### src/rtl/multi_channel_timer_if.sv
// Control and status bundle for multi_channel_timer: per-channel strobes,
// programmed periods/compare values in, counts and status flags out.
interface multi_channel_timer_if #(
  parameter int NUM_CHANNELS = 4,
  parameter int TIMER_WIDTH  = 8
);
  logic                              clk_en;
  logic [NUM_CHANNELS-1:0]           start;
  logic [NUM_CHANNELS-1:0]           stop;
  logic [NUM_CHANNELS-1:0]           oneshot;
  logic [NUM_CHANNELS*TIMER_WIDTH-1:0] period;
  logic [NUM_CHANNELS*TIMER_WIDTH-1:0] compare;
  logic [NUM_CHANNELS*TIMER_WIDTH-1:0] timer_value;
  logic [NUM_CHANNELS-1:0]           running;
  logic [NUM_CHANNELS-1:0]           half_elapsed;
  logic [NUM_CHANNELS-1:0]           overflowing;
  logic [NUM_CHANNELS-1:0]           compare_match;
  logic [NUM_CHANNELS-1:0]           done;

  modport master (
    output clk_en, start, stop, oneshot, period, compare,
    input  timer_value, running, half_elapsed, overflowing, compare_match, done
  );

  modport slave (
    input  clk_en, start, stop, oneshot, period, compare,
    output timer_value, running, half_elapsed, overflowing, compare_match, done
  );
endinterface

### src/rtl/multi_channel_timer.sv
// NUM_CHANNELS independent IDLE/RUN timers sharing one count enable, each with
// a period and mode latched at start, live compare, and a one-shot done pulse.
module multi_channel_timer #(
  parameter int NUM_CHANNELS = 4,
  parameter int TIMER_WIDTH  = 8
) (
  input  logic              clk,
  input  logic              rstn,
  multi_channel_timer_if.slave bus
);
  localparam int N = NUM_CHANNELS;
  localparam int W = TIMER_WIDTH;
  localparam logic [W-1:0] ONE = W'(1);

  typedef enum logic {IDLE, RUN} state_t;

  state_t         state_q [N];
  state_t         state_d [N];
  logic [W-1:0]   count_q [N];
  logic [W-1:0]   count_d [N];
  logic [W-1:0]   plat_q  [N];
  logic [W-1:0]   plat_d  [N];
  logic [N-1:0]   mode_q, mode_d;
  logic [N-1:0]   done_q, done_d;

  always_ff @(posedge clk or negedge rstn) begin
    if (!rstn) begin
      for (int i = 0; i < N; i++) begin
        state_q[i] <= IDLE;
        count_q[i] <= '0;
        plat_q[i]  <= '0;
      end
      mode_q <= '0;
      done_q <= '0;
    end else begin
      for (int i = 0; i < N; i++) begin
        state_q[i] <= state_d[i];
        count_q[i] <= count_d[i];
        plat_q[i]  <= plat_d[i];
      end
      mode_q <= mode_d;
      done_q <= done_d;
    end
  end

  // Priority per channel: stop, then start (a zero period freezes the channel
  // for that cycle), then enabled counting.
  always_comb begin
    for (int i = 0; i < N; i++) begin
      state_d[i] = state_q[i];
      count_d[i] = count_q[i];
      plat_d[i]  = plat_q[i];
    end
    mode_d = mode_q;
    done_d = '0;
    for (int i = 0; i < N; i++) begin
      if (bus.stop[i]) begin
        state_d[i] = IDLE;
      end else if (bus.start[i]) begin
        if (bus.period[i*W +: W] != '0) begin
          state_d[i] = RUN;
          count_d[i] = '0;
          plat_d[i]  = bus.period[i*W +: W];
          mode_d[i]  = bus.oneshot[i];
        end
      end else if (state_q[i] == RUN && bus.clk_en) begin
        if (count_q[i] == plat_q[i] - ONE) begin
          count_d[i] = '0;
          if (mode_q[i]) begin
            state_d[i] = IDLE;
            done_d[i]  = 1'b1;
          end
        end else begin
          count_d[i] = count_q[i] + ONE;
        end
      end
    end
  end

  // Half-period match is gated on Plat >= 2 so (Plat>>1)-1 never wraps to all-ones.
  always_comb begin
    bus.timer_value   = '0;
    bus.running       = '0;
    bus.half_elapsed  = '0;
    bus.overflowing   = '0;
    bus.compare_match = '0;
    for (int i = 0; i < N; i++) begin
      bus.timer_value[i*W +: W] = count_q[i];
      bus.running[i]       = (state_q[i] == RUN);
      bus.overflowing[i]   = (state_q[i] == RUN) && (count_q[i] == plat_q[i] - ONE);
      bus.half_elapsed[i]  = (state_q[i] == RUN) && (plat_q[i][W-1:1] != '0) &&
                             (count_q[i] == (plat_q[i] >> 1) - ONE);
      bus.compare_match[i] = (state_q[i] == RUN) && (count_q[i] == bus.compare[i*W +: W]);
    end
  end

  assign bus.done = done_q;
endmodule
### src/flat_wrapper.sv
// flat-port wrapper written by rule: the top's interface ports become plain ports
module multi_channel_timer_flat 
#(
  parameter int NUM_CHANNELS = 4,
  parameter int TIMER_WIDTH  = 8
)
  (clk, rstn, bus_clk_en, bus_start, bus_stop, bus_oneshot, bus_period, bus_compare, bus_timer_value, bus_running, bus_half_elapsed, bus_overflowing, bus_compare_match, bus_done);
  multi_channel_timer_if #(.NUM_CHANNELS(NUM_CHANNELS), .TIMER_WIDTH(TIMER_WIDTH)) bus_i ();
  input  logic clk;
  input  logic rstn;
  input wire logic [$bits(bus_i.clk_en)-1:0] bus_clk_en;
  input wire logic [$bits(bus_i.start)-1:0] bus_start;
  input wire logic [$bits(bus_i.stop)-1:0] bus_stop;
  input wire logic [$bits(bus_i.oneshot)-1:0] bus_oneshot;
  input wire logic [$bits(bus_i.period)-1:0] bus_period;
  input wire logic [$bits(bus_i.compare)-1:0] bus_compare;
  output wire logic [$bits(bus_i.timer_value)-1:0] bus_timer_value;
  output wire logic [$bits(bus_i.running)-1:0] bus_running;
  output wire logic [$bits(bus_i.half_elapsed)-1:0] bus_half_elapsed;
  output wire logic [$bits(bus_i.overflowing)-1:0] bus_overflowing;
  output wire logic [$bits(bus_i.compare_match)-1:0] bus_compare_match;
  output wire logic [$bits(bus_i.done)-1:0] bus_done;
  assign bus_i.clk_en = bus_clk_en;
  assign bus_i.start = bus_start;
  assign bus_i.stop = bus_stop;
  assign bus_i.oneshot = bus_oneshot;
  assign bus_i.period = bus_period;
  assign bus_i.compare = bus_compare;
  assign bus_timer_value = bus_i.timer_value;
  assign bus_running = bus_i.running;
  assign bus_half_elapsed = bus_i.half_elapsed;
  assign bus_overflowing = bus_i.overflowing;
  assign bus_compare_match = bus_i.compare_match;
  assign bus_done = bus_i.done;
  multi_channel_timer #(.NUM_CHANNELS(NUM_CHANNELS), .TIMER_WIDTH(TIMER_WIDTH)) u_core (.clk(clk), .rstn(rstn), .bus(bus_i));
endmodule
### config.mk
export PLATFORM = sky130hd
export DESIGN_NAME = multi_channel_timer_flat
export DESIGN_NICKNAME = d
export VERILOG_FILES = /design/src/rtl/multi_channel_timer_if.sv /design/src/rtl/multi_channel_timer.sv /design/src/flat_wrapper.sv
export SDC_FILE = /design/constraint.sdc
export NUM_CORES = 1
export LEC_CHECK = 0
export CAP_MARGIN = 20
export CORE_MARGIN = 10
export CORE_UTILIZATION = 40
export DETAILED_ROUTE_END_ITERATION = 10
export PLACE_DENSITY_LB_ADDON = 0.05
export RECOVER_POWER = 25
export SYNTH_ARGS = -nofsm -noshare
export SYNTH_HDL_FRONTEND = slang
export SYNTH_SLANG_ARGS = --single-unit
### constraint.sdc
create_clock -name clk -period 2.5 [get_ports clk]
set_input_delay 0.5 -clock clk [delete_from_list [all_inputs] [get_ports clk]]
set_output_delay 0.5 -clock clk [all_outputs]
set_load 0.05 [all_outputs]
## Word level (Yosys, flattened, before mapping)

Cells that the tools add are included.

- Add/subtract/negate cells: 12
- Multiply operators: 0
- Divide/modulo/power cells: 0
- Magnitude comparators: 0
- Equality and inequality tests: 20
- Shift operators: 0
- Mux-type cells: 60
- Bitwise logic cells: 4
- Reductions and logical operators: 56

Operators by type and width:

| operator | number |
|---|---|
| two-way mux 8 bit | 16 |
| equality test 8 bit | 12 |
| two-way mux 1 bit | 44 |
| nonzero test 3 bit | 12 |
| adder 8 x 1 -> 8 bit (second input constant) | 4 |
| nonzero test 8 bit | 4 |
| subtractor 7 x 1 -> 8 bit (second input constant) | 4 |
| subtractor 8 x 1 -> 8 bit (second input constant) | 4 |
| nonzero test 7 bit | 4 |
| AND reduction 3 bit | 8 |
| logical AND 1 bit | 20 |
| AND reduction 4 bit | 4 |
| inequality test 3 x 1 -> 1 bit (second input constant) | 4 |
| inequality test 2 x 1 -> 1 bit (second input constant) | 4 |
| nonzero test 2 bit | 4 |
| inverter 1 bit | 4 |

- Bits in registers: 76
- Bits in latches: 0
- Memory bits (writable): 0
- Bits in read-only memories: 0
- Input port bits: 79
- Output and inout bits: 52
- Memories: 0

## Depth between registers and ports, before layout

Gate-level depths: netlist of the first run.

- Depth in word-level cells: 6
- Depth in mapped cells: 9

## Least setup slack after synthesis of the first run

No wires, ideal clock.

- Kind: register to output
- Start: register u_core.plat_q[1] (netlist name)
- End: output port bus_half_elapsed[3]
- Data arrival time: 3.924 ns
- Required time: 2.000 ns
- Setup slack: -1.924 ns
- Cell stages (with the launch flop): 9
- Path through: dfrtp_1 > inv_1 > ha_1 > nand2b_1 > or2_2 > xnor2_1 > o21ai_0 > nand4_1 > a2111oi_0

- Longest elaborated chain between the ends: 3
- Elaborated cells on any way between the ends: 5
- Classes of those cells: 1 x add/sub; 1 x eq/ne; 3 x reduce/logical

Ends and longest elaborated chain:

| what | line | source |
|---|---|---|
| start: declaration | multi_channel_timer.sv:21 | `logic [W-1:0] plat_q [N];` |
| start signal: indexed assignment | multi_channel_timer.sv:39 | `plat_q[i] <= plat_d[i];` |
| subtractor 7 x 1 -> 8 bit / nonzero test 7 bit (equally long branches) | multi_channel_timer.sv:92, multi_channel_timer.sv:91 |  |
| equality test 8 bit / logical AND 1 bit (equally long branches) | multi_channel_timer.sv:92, multi_channel_timer.sv:91 |  |
| logical AND 1 bit * | multi_channel_timer.sv:91 | `bus.half_elapsed[i] = (state_q[i] == RUN) && (plat_q[i][W-1:1] != '0) &&` |
| end: declaration | flat_wrapper.sv:19 | `output wire logic [$bits(bus_i.half_elapsed)-1:0] bus_half_elapsed;` |

Mark *: on every way between the ends. The rest lies on a longest branch, timed or not.

## Final worst setup path of the first run

- Start: register u_core.plat_q[9] (netlist name)
- End: output port bus_overflowing[2]

- Longest elaborated chain between the ends: 3

Ends and longest elaborated chain:

| what | line | source |
|---|---|---|
| subtractor 8 x 1 -> 8 bit | multi_channel_timer.sv:90 | `bus.overflowing[i] = (state_q[i] == RUN) && (count_q[i] == plat_q[i] - ONE);` |
| equality test 8 bit | multi_channel_timer.sv:90 |  |
| logical AND 1 bit | multi_channel_timer.sv:90 |  |
| end: declaration | flat_wrapper.sv:20 | `output wire logic [$bits(bus_i.overflowing)-1:0] bus_overflowing;` |

No other way between the ends.

==> results of run 1 <==
==> logic make-up (layout without fill, tap and decap cells) <==
kind of cell    count (synthesis)  in the layout
mux                            25             25
simple gates                  244            244
buf+inv                        66            253
compound gates                 81             81
xor+xnor                      133            133
fa+ha+maj                      12             12
flops                          76             76
==> worst paths after layout <==
kind / start / endpoint / slack, ns / depth (start not counted)
setup reg to reg: u_core.plat_q[9] / u_core.bus.timer_value[18] / 0.19 / 9
min in group clk: u_core.mode_q[2] / u_core.mode_q[2] / 0.51 / 1
setup / recovery: u_core.plat_q[9] / bus_overflowing[2] / -0.34 / 8
hold reg to reg: u_core.mode_q[2] / u_core.mode_q[2] / 0.51 / 1
hold / removal: rstn / u_core.plat_q[25] / 0.30 / 1
max in group asynchronous: rstn / u_core.plat_q[29] / 0.54 / 2
==> cells in the final DEF (no fill, tap or decap), types with 4 or more instances in the layout <==
cell	count
xnor2_1	79
nand2b_1	8
nand4_1	19
a31oi_1	5
nand3_1	20
a21oi_1	11
nor3_2	6
nor3_4	4
nand2_1	53
dfrtp_1	62
nor4_4	7
o21ai_1	4
xnor2_2	4
ha_4	8
clkbuf_16	9
or4_1	6
buf_4	78
clkbuf_1	4
nor2_1	43
nand3b_1	4
buf_12	12
nor2_4	4
inv_2	8
xor2_1	50
nor4_1	6
buf_6	4
dfrtp_2	14
o21ai_0	26
and3_1	6
ha_1	4
nor2b_1	11
nor3_1	9
clkdlybuf4s50_1	117
mux2_2	21
mux2i_1	4
inv_1	16
==> layout make-up <==
cell class	count	area (µm²)
fillers	1205	5294
multi-input cells	495	3938
repair buffers	213	2052
flip-flops and latches	76	1919
clock buffers	13	240.2
well taps	180	225.2
inverters	24	90.09
clock inverters	3	15.01
==> stage by stage <==
stage               util, %  std cells  cell area (µm²)  setup slack (ns)  TNS (ns)
floorplan                 -        637             5717           -0.1479   -0.1493
global placement      55.46        965             7639          -0.06662   -0.4057
detailed placement    55.46        965             7639           -0.1198    -1.059
CTS                   59.96        993             8258           -0.3630    -1.277
global route          61.56       1004             8479           -0.4768    -1.873
finish                61.56       1004             8479           -0.3373    -1.085
==> synthesized netlist by cell type (all sizes together), types with 2 or more instances <==
cell type / count / area, µm²
a21oi: 14 / 70.07
clkbuf: 35 / 131.4
nor2: 50 / 187.7
a21boi: 4 / 33.78
inv: 24 / 90.09
nand2b: 8 / 50.05
nor4b: 4 / 41.29
nand3: 22 / 110.1
xor2: 50 / 437.9
and3: 6 / 37.54
and2: 6 / 37.54
nor3b: 6 / 50.05
or2: 3 / 18.77
mux2i: 4 / 40.04
a211oi: 4 / 40.03
a31oi: 6 / 37.54
o31ai: 3 / 22.52
nand2: 53 / 198.9
nand4b: 2 / 17.52
dfrtp: 76 / 1902
o211ai: 4 / 35.03
xnor2: 83 / 727.0
o22ai: 3 / 18.77
buf: 7 / 41.29
ha: 12 / 150.1
mux2: 21 / 236.5
or4: 8 / 60.06
nand3b: 4 / 30.03
o21a: 3 / 22.52
or3: 2 / 12.51
nand4: 19 / 118.9
a2111oi: 2 / 17.52
o21ai: 31 / 155.1
nor3: 19 / 95.09
nor4: 14 / 87.58
nor2b: 14 / 87.58
a22o: 2 / 17.52
==> state kept, by name, indices dropped and copies added (netlist names) <==
signal	flops
u_core.bus.done	4
u_core.bus.running	4
u_core.bus.timer_value	32
u_core.mode_q	4
u_core.plat_q	32
==> worst max-delay path: cells and delay by family, from the launching register on <==
family	cells	cell delay, ns
flops	1	0.38
compound gates	3	0.61
fa+ha+maj	1	0.13
buf+inv	2	0.21
simple gates	2	0.68
==> where the power goes <==
part | switching [mW] | leakage [nW] | internal [mW]
Clock | 0.482 | 0.127 | 0.668
Sequential | 0.280 | 0.957 | 1.38
Combinational | 1.04 | 2.27 | 1.01
==> routing by layer <==
metal  vias up  share of wire (%)
met1      2537                 42
met5         -                  0
li1       2556                  -
met4         0                1.4
met2       140                 51
met3        27                4.9
==> what timing repair did <==
| action | in CTS | in global routing |
|---|---|---|
| buffers inserted | 12 | 11 |
| hold endpoints to repair | 0 | 0 |
| setup endpoints to repair | 8 | 9 |
| resized for setup | 61 | 34 |
| pin swaps | 25 | 27 |
==> impl_metrics.env, run 1 <==
export IMPL_run_status="finished with violations"
export IMPL_violations="negative setup slack"
export IMPL_synthXorXnorAreaFrac_pct=20.94
export IMPL_drive_gt1_share_pct=27.18
export IMPL_root_buffer="clkbuf_16"
export IMPL_dieArea_um2=19030
export IMPL_maxSlewHeadroom_pct=30.74
export IMPL_period_share_pct=113.5
export IMPL_layout_setup_ws_ns=-0.3373
export IMPL_hold_viol=0
export IMPL_syn_area_per_cell_um2=8.735
export IMPL_grt_util_met1_pct=21.28
export IMPL_nets=910
export IMPL_seq_area_frac_synth_pct=34.18
export IMPL_die_h_um=137.9
export IMPL_cp_start_kind="register"
export IMPL_path_cells="inv_2 -> ha_4 -> or4b_4 -> a211oi_2 -> o211ai_1 -> a211oi_2 -> and2_4 -> buf_12"
export IMPL_slowest_delay_ns=0.47
export IMPL_syn_nets=728
export IMPL_ys_async_sr_fraction_pct=100.0
export IMPL_setup_viol=8
export IMPL_htree_num_levels=3
export IMPL_ys_seq_elements=76
export IMPL_hpwl_um=12820
export IMPL_synth_compound_area_share_pct=9.422
export IMPL_fin_total_pwr_mw=4.865
export IMPL_cts_buffers=9
export IMPL_post_route_min_period_ns=2.837
export IMPL_wl_per_cell_um=17.14
export IMPL_cts_sinks=76
export IMPL_leakagePower_nw=3.355
export IMPL_fin_skew_ns=0.003447
export IMPL_synth_top_family_by_area="simple AND/OR/NAND/NOR gates"
export IMPL_peakVddDrop_v=0.0003156
export IMPL_cp_slowest_cell="or4b_4"
export IMPL_ys_types=54
export IMPL_postCtsHoldBufs=0
export IMPL_yosys_area_share_adder_pct=2.698
export IMPL_syn_to_final_growth_pct=52.39
export IMPL_num_vias=5260
export IMPL_hold_class="in -> async"
export IMPL_ys_flop_type="dfrtp_1"
export IMPL_worstMarginPinSlew_ns=1.039
export IMPL_drv_slew=0
export IMPL_max_freq_ghz=0.3524
export IMPL_synth_cells=637
export IMPL_port_buffer_count=130
export IMPL_tritoncts="yes"
export IMPL_place_gp_congestion=0.8778
export IMPL_synth_warnings=0
export IMPL_muxShareOfSynthArea_pct=4.970
export IMPL_grt_pass1_wl_um=27370
export IMPL_start_util_pct=40.40
export IMPL_track_usage_pct=17.85
export IMPL_end_kind="primary output"
export IMPL_antennaDiodeCount=0
export IMPL_drv_cap=0
export IMPL_die_w_um=137.9
export IMPL_num_rows=43
export IMPL_drtAntennaViolNets=0
export IMPL_busiest_layer="met2"
export IMPL_synth_edf_count=0
export IMPL_ios=131
export IMPL_grt_max_degree=40
export IMPL_crit_type="reg -> out"
export IMPL_cts_reportedPaths_clkPinSlew_ns=0.06
export IMPL_drt_wl_total_um=17210
export IMPL_placeableCoreArea_um2=13770
export IMPL_syn_area_um2=5564
export IMPL_first_iter_violations=218
export IMPL_overflow=0
export IMPL_required_ns=2.00
export IMPL_power_density_nw_per_um2=573.8
export IMPL_cts_buffer_depth=2
export IMPL_crit_fanout=3
export IMPL_cp_common_cell="a211oi_2"
export IMPL_insertion_delay_ns=0.33
export IMPL_gr_usage_met2_pct=31.22
export IMPL_yosys_area_share_simple_pct=23.07
export IMPL_arrival_ns=2.34
export IMPL_grt_use_met3_pct=4.130
export IMPL_rsz0062_at_grt="true"
export IMPL_viasPerCell=5.239
export IMPL_antenna_found_initial=0
export IMPL_grt_pass1_vias=5370
export IMPL_hold_worst_slack_ns=0.3028
export IMPL_drtPass1Iterations=5
export IMPL_drc=0
(Power assumes the default switching activity.)
==> run 2, diff against run 1 <==
--- a/config.mk
+++ b/config.mk
@@ -5,6 +5,7 @@
 export SDC_FILE = /design/constraint.sdc
 export NUM_CORES = 1
 export LEC_CHECK = 0
+export ABC_AREA = 1
 export CAP_MARGIN = 20
 export CORE_MARGIN = 10
 export CORE_UTILIZATION = 40
==> run 2 against run 1 <==
Fmax grew 12%. Core utilization is 3.7 points lower. Clock skew grew 0.0078 ns. Highest routed layer unchanged. The flow still finishes with violations (negative setup slack). Non-clock buffer count shrank 42. Power decreased by 0.75%. Die area up 5.2%. Synthesized cell count increased by 36%. Combinational power fell by 12%.
==> impl_metrics.env, run 2 <==
export IMPL_rr_endpoint="u_core.bus.timer_value[12]"
export IMPL_num_rows=44
export IMPL_cts_buffers=9
export IMPL_place_gp_congestion=0.9232
export IMPL_worstMarginPinSlew_ns=1.048
export IMPL_drtPass1Iterations=5
export IMPL_place_inst=1169
export IMPL_reg2reg_slack_ns=0.57
export IMPL_required_ns=2.00
export IMPL_synth_top_cell_area_share_pct=32.20
export IMPL_leakagePower_nw=3.704
export IMPL_antenna_found_initial=0
export IMPL_synthTopCellsByArea="dfrtp_1, nand2_1, inv_1"
export IMPL_max_freq_ghz=0.3930
export IMPL_synth_cells=865
export IMPL_start_util_pct=40.79
export IMPL_run_status="finished with violations"
export IMPL_n_fill_cell=1374
export IMPL_port_buffer_count=130
export IMPL_busiest_layer="met2"
export IMPL_viasPerCell=5.022
export IMPL_end_kind="primary output"
export IMPL_first_iter_violations=464
export IMPL_drive_gt1_share_pct=17.17
export IMPL_r2r_cells=12
export IMPL_cts_reportedPaths_clkPinSlew_ns=0.06
export IMPL_reg2reg_from="u_core.plat_q[17]"
export IMPL_place_ws_ns=0.1616
export IMPL_die_h_um=141.5
export IMPL_postCtsHoldBufs=0
export IMPL_htree_num_levels=3
export IMPL_dieArea_um2=20020
export IMPL_overflow=0
export IMPL_grt_max_degree=40
export IMPL_grt_pass1_wl_um=29210
export IMPL_ys_flop_type="dfrtp_1"
export IMPL_grt_util_met1_pct=22.54
export IMPL_drc=0
export IMPL_setup_viol=2
export IMPL_crit_type="reg -> out"
export IMPL_hold_class="in -> async"
export IMPL_wl_per_cell_um=14.81
export IMPL_peakVddDrop_v=0.0003479
export IMPL_hpwl_um=13610
export IMPL_track_usage_pct=17.57
export IMPL_final_common_cell="nand2_1"
export IMPL_syn_to_final_growth_pct=41.89
export IMPL_yosys_top_cells_count="nand2_1, inv_1, nor2_1, dfrtp_1, nand3_1"
export IMPL_cts_sinks=76
export IMPL_root_buffer="clkbuf_16"
export IMPL_drtAntennaViolNets=0
export IMPL_hold_viol=0
export IMPL_nets=1117
export IMPL_fin_skew_ns=0.01129
export IMPL_synth_most_common_cell="nand2_1"
export IMPL_num_vias=6102
export IMPL_antennaDiodeCount=0
export IMPL_synth_area_leader_cell="dfrtp_1"
export IMPL_placeableCoreArea_um2=14480
export IMPL_post_route_min_period_ns=2.544
export IMPL_layout_common_cells="nand2_1, clkdlybuf4s50_1, inv_1, dfrtp_1, nor2_1"
export IMPL_syn_area_per_cell_um2=6.827
export IMPL_gr_usage_met2_pct=28.81
export IMPL_layout_setup_ws_ns=-0.04435
export IMPL_ys_types=45
export IMPL_violations="negative setup slack"
export IMPL_ys_async_sr_fraction_pct=100.0
export IMPL_tritoncts="yes"
export IMPL_rsz0062_at_grt="true"
export IMPL_syn_area_um2=5906
export IMPL_synth_edf_count=0
export IMPL_grt_pass1_vias=5978
export IMPL_die_w_um=141.5
export IMPL_drv_cap=0
export IMPL_seq_area_frac_synth_pct=32.20
export IMPL_maxSlewHeadroom_pct=30.10
export IMPL_postPlaceCellArea_um2=7559
export IMPL_crit_fanout=3
export IMPL_ys_seq_elements=76
export IMPL_cts_buffer_depth=2
export IMPL_drt_wl_total_um=18000
export IMPL_arrival_ns=2.04
export IMPL_ios=131
export IMPL_cp_start_kind="register"
export IMPL_grt_use_met3_pct=4.072
export IMPL_period_share_pct=101.8
export IMPL_syn_nets=956
export IMPL_drv_slew=0
export IMPL_insertion_delay_ns=0.34
export IMPL_instances_no_fill=1215
export IMPL_synth_warnings=0
export IMPL_power_density_nw_per_um2=576.3
export IMPL_stdcell_area_um2=8379
## run 2: cell count changes in the layout (fill, tap and decap cells not counted), moves of 16 or more
cell,delta
xnor2_1,-38
nand3_1,+34
mux2_2,-21
inv_2,+20
nor2_2,+16
buf_4,-39
nand2_1,+184
nor2_1,+28
inv_1,+66
o21ai_0,+24
## run 2: critical path, stage by stage (launching register included)
cell	delay (ns)
dfrtp_1	0.36
inv_2	0.07
ha_4	0.17
buf_4	0.13
xnor2_1	0.12
xor2_1	0.15
nor3_1	0.20
nand2_1	0.09
nor3b_2	0.21
clkbuf_16	0.20
## run 2: report_power, final
group	internal [mW]	switching, mW
logic	0.785	1.02
registers	1.36	0.242
clock network	0.901	0.529
total	3.04	1.79
## run 2: metal layers
layer / up-vias / part of all wire [%]
met5: - / 0
met4: 0 / 1.6
met3: 23 / 5.9
met2: 156 / 46
met1: 2818 / 46
li1: 3105 / -
## run 2: through the flow
stage	hold WS (ns)	total power, mW	TNS, ns	utilization (%)
finish	0.3119	4.829	-0.05487	57.87
global route	0.4241	5.141	-0.4582	57.87
CTS	0.1585	4.694	-0.03747	55.58
detailed placement	0.4925	3.166	0	52.20
global placement	0.4904	3.166	0	52.20
floorplan	0.2044	2.638	0	-
## run 2: repair_timing
action / in CTS / in global routing
buffers inserted: 11 / 19
gates resized for setup: 34 / 56
pin swaps: 9 / 31
endpoints found under the setup margin: 8 / 8
## run 2: area by class of cell
cell class / instances / area (µm²) / share of cell area [%]
clock inverters: 4 / 72.57 / 0.8661
flip-flops and latches: 76 / 1907 / 22.76
inverters: 113 / 429.2 / 5.122
multi-input cells: 655 / 3759 / 44.86
well taps: 184 / 230.2 / 2.748
clock buffers: 12 / 246.5 / 2.942
repair buffers: 171 / 1735 / 20.71
## run 2: how the worst max path moves through the flow
stage,from,to,slack [ns]
5_1_grt,u_core.plat_q[9],bus_half_elapsed[2],-0.19
3_5_place_dp,u_core.plat_q[9],bus_half_elapsed[2],0.16
2_1_floorplan,u_core.bus.timer_value[19],bus_half_elapsed[2],0.02
4_1_cts,u_core.plat_q[10],bus_half_elapsed[2],-0.04
3_3_place_gp,u_core.plat_q[17],bus_half_elapsed[1],0.22
6_report,u_core.plat_q[10],bus_half_elapsed[2],-0.04
## run 2: logic make-up (layout without fill, tap and decap cells)
logic type,count (synthesis),after routing,synth area share [%]
buf+inv,134,300,9.068
xor+xnor,80,80,11.86
compound gates,117,117,11.99
simple gates,446,446,32.33
fa+ha+maj,12,12,2.542
flops,76,76,32.20
